$ cat config.mk
export PLATFORM = sky130hd
export DESIGN_NAME = ucsbece154_imem_prefetch
export DESIGN_NICKNAME = d
export VERILOG_FILES = /design/src/rtl/ucsbece154_imem_prefetch.sv
export SDC_FILE = /design/constraint.sdc
export NUM_CORES = 1
export LEC_CHECK = 0
export ABC_CLOCK_PERIOD_IN_PS = 5450
export CAP_MARGIN = 10
export CORE_ASPECT_RATIO = 0.6
export CORE_UTILIZATION = 50
export CTS_BUF_LIST = sky130_fd_sc_hd__clkbuf_4 sky130_fd_sc_hd__clkbuf_8
export CTS_CLUSTER_SIZE = 28
export DETAILED_ROUTE_END_ITERATION = 10
export GPL_TIMING_DRIVEN = 0
export PLACE_DENSITY = 0.8
export SLEW_MARGIN = 10
export SYNTH_ARGS = -nofsm -noshare
export SYNTH_HDL_FRONTEND = slang
export SYNTH_SLANG_ARGS = --single-unit
$ cat constraint.sdc
create_clock -name clk -period 5.45 [get_ports clk]
set_clock_uncertainty 0.1 [all_clocks]
set_input_delay 0.8175 -clock clk [delete_from_list [all_inputs] [get_ports clk]]
set_output_delay 0.8175 -clock clk [all_outputs]
set_load 0.005 [all_outputs]
$ cat src/rtl/ucsbece154_imem_prefetch.sv
// Instruction-memory model of a burst SDRAM: critical-word-first demand
// block followed by sequential prefetch blocks read from a text image.
module ucsbece154_imem_prefetch #(
  parameter int unsigned TEXT_SIZE       = 64,
  parameter logic [31:0] TEXT_START      = 32'h00010000,
  parameter int unsigned BLOCK_WORDS     = 4,
  parameter int unsigned T0_DELAY        = 40,
  parameter int unsigned PREFETCH_BLOCKS = 1,
  parameter int unsigned PF_GAP          = 0,
  parameter logic [31:0] TEXT_IMAGE [TEXT_SIZE] = '{default: '0}
) (
  input  logic                           clk,
  input  logic                           reset,
  input  logic                           ReadRequest,
  input  logic [31:0]                    ReadAddress,
  output logic [31:0]                    DataIn,
  output logic                           DataReady,
  output logic [$clog2(BLOCK_WORDS)-1:0] WordIndex,
  output logic                           BlockIsPrefetch,
  output logic                           BlockDone,
  output logic                           Busy
);

  localparam int unsigned LBW = $clog2(BLOCK_WORDS);
  localparam int unsigned IW  = $clog2(TEXT_SIZE);
  localparam int unsigned WCW = ($clog2(T0_DELAY + 1) > 4) ? $clog2(T0_DELAY + 1) : 4;

  localparam logic [32:0] TEXT_END_RAW = {1'b0, TEXT_START} + 33'(4 * TEXT_SIZE);
  localparam logic [32:0] TEXT_END     = (TEXT_END_RAW < 33'h010000000) ? TEXT_END_RAW
                                                                        : 33'h010000000;

  localparam logic [2:0] S_IDLE     = 3'd0;
  localparam logic [2:0] S_WAIT_T0  = 3'd1;
  localparam logic [2:0] S_SEND_DEM = 3'd2;
  localparam logic [2:0] S_PF_WAIT  = 3'd3;
  localparam logic [2:0] S_SEND_PF  = 3'd4;

  logic [2:0]        state_q;
  logic [29-LBW:0]   blk_q;       // block number (word address without in-block bits)
  logic [LBW-1:0]    crit_q;      // first word index of the current block
  logic [LBW-1:0]    word_cnt_q;  // words already delivered from the current block
  logic [2:0]        blk_cnt_q;   // prefetch blocks started so far
  logic [WCW-1:0]    wait_cnt_q;

  logic [LBW-1:0]    cur_idx;
  logic [29:0]       cur_word;
  logic [31:0]       cur_addr;
  logic [29-LBW:0]   next_blk;
  logic [31:0]       next_addr;
  logic              sending;
  logic              last_word;
  logic              more_pf;
  logic [IW-1:0]     mem_idx;
  logic              unused_addr_bits;

  function automatic logic in_text(input logic [31:0] a);
    return ({1'b0, a} >= {1'b0, TEXT_START}) && ({1'b0, a} < TEXT_END);
  endfunction

  // Byte address bits [1:0] carry no meaning for word fetches.
  assign unused_addr_bits = ^ReadAddress[1:0];

  // Current word address, block-end decisions and output decode.
  always_comb begin
    cur_idx   = crit_q + word_cnt_q;
    cur_word  = {blk_q, cur_idx};
    cur_addr  = {cur_word, 2'b00};
    next_blk  = blk_q + 1'b1;
    next_addr = {next_blk, {LBW{1'b0}}, 2'b00};
    sending   = (state_q == S_SEND_DEM) || (state_q == S_SEND_PF);
    last_word = (word_cnt_q == LBW'(BLOCK_WORDS - 1));
    more_pf   = (blk_cnt_q < 3'(PREFETCH_BLOCKS)) && in_text(next_addr);
    // Low bits of the offset only depend on low bits of both operands.
    mem_idx   = cur_word[IW-1:0] - TEXT_START[IW+1:2];

    DataReady       = sending;
    DataIn          = (sending && in_text(cur_addr)) ? TEXT_IMAGE[mem_idx] : '0;
    WordIndex       = sending ? cur_idx : '0;
    BlockIsPrefetch = (state_q == S_SEND_PF);
    BlockDone       = sending && last_word;
    Busy            = (state_q != S_IDLE);
  end

  // Burst sequencing: latency wait, block streaming, prefetch gaps.
  always_ff @(posedge clk or negedge reset) begin
    if (!reset) begin
      state_q    <= S_IDLE;
      blk_q      <= '0;
      crit_q     <= '0;
      word_cnt_q <= '0;
      blk_cnt_q  <= '0;
      wait_cnt_q <= '0;
    end else begin
      case (state_q)
        S_IDLE: begin
          if (ReadRequest) begin
            blk_q      <= ReadAddress[31:LBW+2];
            crit_q     <= ReadAddress[LBW+1:2];
            word_cnt_q <= '0;
            blk_cnt_q  <= '0;
            wait_cnt_q <= '0;
            state_q    <= S_WAIT_T0;
          end
        end
        S_WAIT_T0: begin
          if (wait_cnt_q == WCW'(T0_DELAY - 1)) begin
            wait_cnt_q <= '0;
            state_q    <= S_SEND_DEM;
          end else begin
            wait_cnt_q <= wait_cnt_q + 1'b1;
          end
        end
        S_SEND_DEM, S_SEND_PF: begin
          if (last_word) begin
            word_cnt_q <= '0;
            if (more_pf) begin
              blk_q     <= next_blk;
              crit_q    <= '0;
              blk_cnt_q <= blk_cnt_q + 1'b1;
              state_q   <= (PF_GAP == 0) ? S_SEND_PF : S_PF_WAIT;
            end else begin
              state_q   <= S_IDLE;
            end
          end else begin
            word_cnt_q <= word_cnt_q + 1'b1;
          end
        end
        S_PF_WAIT: begin
          if (wait_cnt_q == WCW'(PF_GAP - 1)) begin
            wait_cnt_q <= '0;
            state_q    <= S_SEND_PF;
          end else begin
            wait_cnt_q <= wait_cnt_q + 1'b1;
          end
        end
        default: state_q <= S_IDLE;
      endcase
    end
  end

endmodule

==> results.json <==
{
  "cp_max_fo": 10,
  "hold_class": "input port to async pin",
  "fin_crit_sh_pct": 72.2,
  "nNetsFinal": 479,
  "pwr_density_cell_mw_per_mm2": 394,
  "die_area_sq_mm": 0.00651,
  "ios": 73,
  "fin_crit_ns": 3.93,
  "relSlewSlack_pct": 53.3,
  "drive_above_1_share_pct": 15.5,
  "maxSlewViolCount": 0,
  "insertedDiodeCount": 0,
  "synth-warning-count": 0,
  "cts_hold_buf": 0,
  "die_x_microns": 104,
  "status": "completed",
  "htreeDepth": 2,
  "power.static_leakage_nw": 1.65,
  "yosys.area.top_type_share_pct": 35.6,
  "dr.pass1.iters": 6,
  "placed_cells": 511,
  "vias": 2939,
  "start_kind": "flip-flop",
  "async_reset_ff_share_pct": 100,
  "drv_cap": 0,
  "ys_ff_latch": 44,
  "fin_hold_ws_ns": 0.280,
  "synth_cell_types": 56,
  "drc_errors": 0,
  "yosys.area.top_type": "dfrtp_1",
  "vdd_drop_max_mv": 0.208,
  "grt_start_max_net_pins": 34,
  "gr-total-overflow": 0,
  "port_buffers": 38,
  "setup_violations": 0,
  "fmax_mhz": 254,
  "clockBufferDepth": 2,
  "seq_area_frac_synth_pct": 35.6,
  "place_congestion": 0.885,
  "grt_pass1_vias": 2717,
  "initialDrtViolationCount": 272,
  "clkSinkCount": 44,
  "clkLatencyLatePin_ns": 0.31,
  "totalWireLength_mm": 8.20,
  "ys_top_cells_by_area": "dfrtp_1 (36%), buf_4 (8.3%), nor2_1 (4.1%)",
  "ant_nets": 0,
  "start_util_pct": 53.7,
  "rsz0062_at_grt": "no",
  "synth_edf_count": 0,
  "post_cts_resized": 0,
  "core_area_sq_mm": 0.00575,
  "cts_buffers": 5,
  "avgSynthCellArea_sq_um": 8.56,
  "crit_required_ns": 4.53,
  "cts-root-buf": "clkbuf_8",
  "tightest_slew_ns": 0.697,
  "tns_ns": 0,
  "worstSetupPathType": "flip-flop to primary output",
  "grt_pass1_wl_mm": 13.5,
  "cp.arrival_ns": 3.02,
  "hold_viol": 0,
  "cts_tree": "done",
  "postSynthCellCount": 361,
  "clkTransAtPathRegs_ns": 0.10,
  "post-dp-hpwl_mm": 6.12,
  "syn_area_sq_mm": 0.00309,
  "synth_flop_cell": "dfrtp_1",
  "chipHeight_microns": 62.9,
  "grt_usage_pct": 26.3,
  "cts_setup_buffers": 0,
  "end_kind": "primary output",
  "layoutNonFillerInstCount": 519,
  "area_delta_synth_final_pct": 23.4,
  "num_rows": 21,
  "wl_per_cell_microns": 15.8,
  "antenna_found_initial": 0,
  "vias_per_cell": 5.66
}
[state kept, by name, indices dropped and copies added, names as in the netlist]
name,count
blk_q,28
blk_cnt_q,3
crit_q,2
state_q,3
wait_cnt_q,6
word_cnt_q,2
[synthesized netlist by cell type, types with 4 or more instances]
library cell	number
a22o_1	7
nor3_1	9
inv_1	5
and2_1	4
a21oi_1	20
dfrtp_1	44
nor4_1	5
mux2_2	4
buf_4	34
nand2_1	29
clkbuf_1	12
xor2_1	4
ha_1	6
nand3_1	17
nor2_1	34
a31oi_1	8
o21ai_0	22
and3_1	10
nand4_1	9
nand2b_1	5
a311oi_1	4
and4_1	4
buf_2	8
xnor2_1	10
[kinds of logic (layout without fill, tap and decap cells)]
kind of cell / count (synthesis) / count (layout) / synth area share, %
other cells: 1 / 32 / 0.121
fa+ha+maj: 6 / 6 / 2.43
compound gates: 85 / 85 / 18.8
flops: 44 / 44 / 35.6
xor+xnor: 14 / 14 / 3.97
mux: 5 / 5 / 1.78
buf+inv: 62 / 109 / 13.0
simple gates: 144 / 144 / 24.3
[worst max-delay path: stages (launching register included)]
cell and delay [ns]:
dfrtp_1 0.37, buf_4 0.15, xor2_1 0.16, nand2b_1 0.06, buf_2 0.18, inv_1 0.12
clkbuf_1 0.46, clkbuf_1 0.50, and2_1 0.21, clkdlybuf4s50_1 0.50
[layout make-up]
cell class	count	area [sq um]
timing repair buffer	39	395
multi-input combinational	286	1710
fill	484	1940
tap	80	100
inverter	5	18.8
clock buffer	5	68.8
sequential	44	1100
clock inverter	3	42.5
buffer	57	383
[power breakdown]
group | switching [mW] | leakage [nW] | internal [mW]
Clock | 0.124 | 0.0541 | 0.136
Sequential | 0.103 | 0.534 | 0.426
Combinational | 0.405 | 1.06 | 0.309
[metrics by stage]
| stage | total power, mW | instance area, sq um | setup WS [ns] | util [%] |
|---|---|---|---|---|
| 2_1_floorplan | 1.01 | 3210 | 2.08 | - |
| 3_3_place_gp | 1.20 | 3690 | 1.70 | 64.1 |
| 3_5_place_dp | 1.23 | 3700 | 1.64 | 64.4 |
| 4_1_cts | 1.49 | 3810 | 1.57 | 66.3 |
| 5_1_grt | 1.61 | 3810 | 1.28 | 66.3 |
| 6_report | 1.50 | 3810 | 1.52 | 66.3 |
[final timing paths]
kind                                    from           end  slack (ns)  cells past startpoint
worst min-delay path                   reset     blk_q[16]        0.28                      1
max in group asynchronous              reset     crit_q[1]        4.48                      2
worst max-delay path              state_q[2]  WordIndex[0]        1.52                      9
min in group clk                blk_cnt_q[2]  blk_cnt_q[2]        0.40                      2
worst max register to register      blk_q[0]     blk_q[19]        1.55                     13
worst min register to register  blk_cnt_q[2]  blk_cnt_q[2]        0.40                      2
[cell usage in the layout (no fill, tap or decap), drive strengths merged, types with 3 or more instances in the layout]
| cell | synthesis | routed |
|---|---|---|
| a21oi | 21 | 21 |
| a22o | 8 | 8 |
| a311oi | 4 | 4 |
| a31oi | 8 | 8 |
| a41oi | 3 | 3 |
| and2 | 5 | 5 |
| and3 | 10 | 10 |
| and4 | 4 | 4 |
| buf | 45 | 47 |
| clkbuf | 12 | 17 |
| clkdlybuf4s50 | 0 | 37 |
| conb | 1 | 32 |
| dfrtp | 44 | 44 |
| ha | 6 | 6 |
| inv | 5 | 5 |
| mux2 | 4 | 4 |
| nand2 | 29 | 29 |
| nand2b | 5 | 5 |
| nand3 | 17 | 17 |
| nand4 | 10 | 10 |
| nor2 | 34 | 34 |
| nor3 | 9 | 9 |
| nor3b | 3 | 3 |
| nor4 | 5 | 5 |
| o2111ai | 3 | 3 |
| o21ai | 22 | 22 |
| or4 | 4 | 4 |
| xnor2 | 10 | 10 |
| xor2 | 4 | 4 |
[metal layers]
| metal | track usage [%] | share of wire, % | vias up | wire length [microns] |
|---|---|---|---|---|
| met5 | 0 | 0 | - | 0 |
| met4 | 6.70 | 1.4 | 0 | 116 |
| met3 | 6.88 | 10 | 19 | 828 |
| met2 | 39.0 | 42 | 143 | 3430 |
| met1 | 37.9 | 47 | 1379 | 3830 |
| li1 | - | - | 1398 | - |
Note: power is estimated with default switching activity, not from simulation.
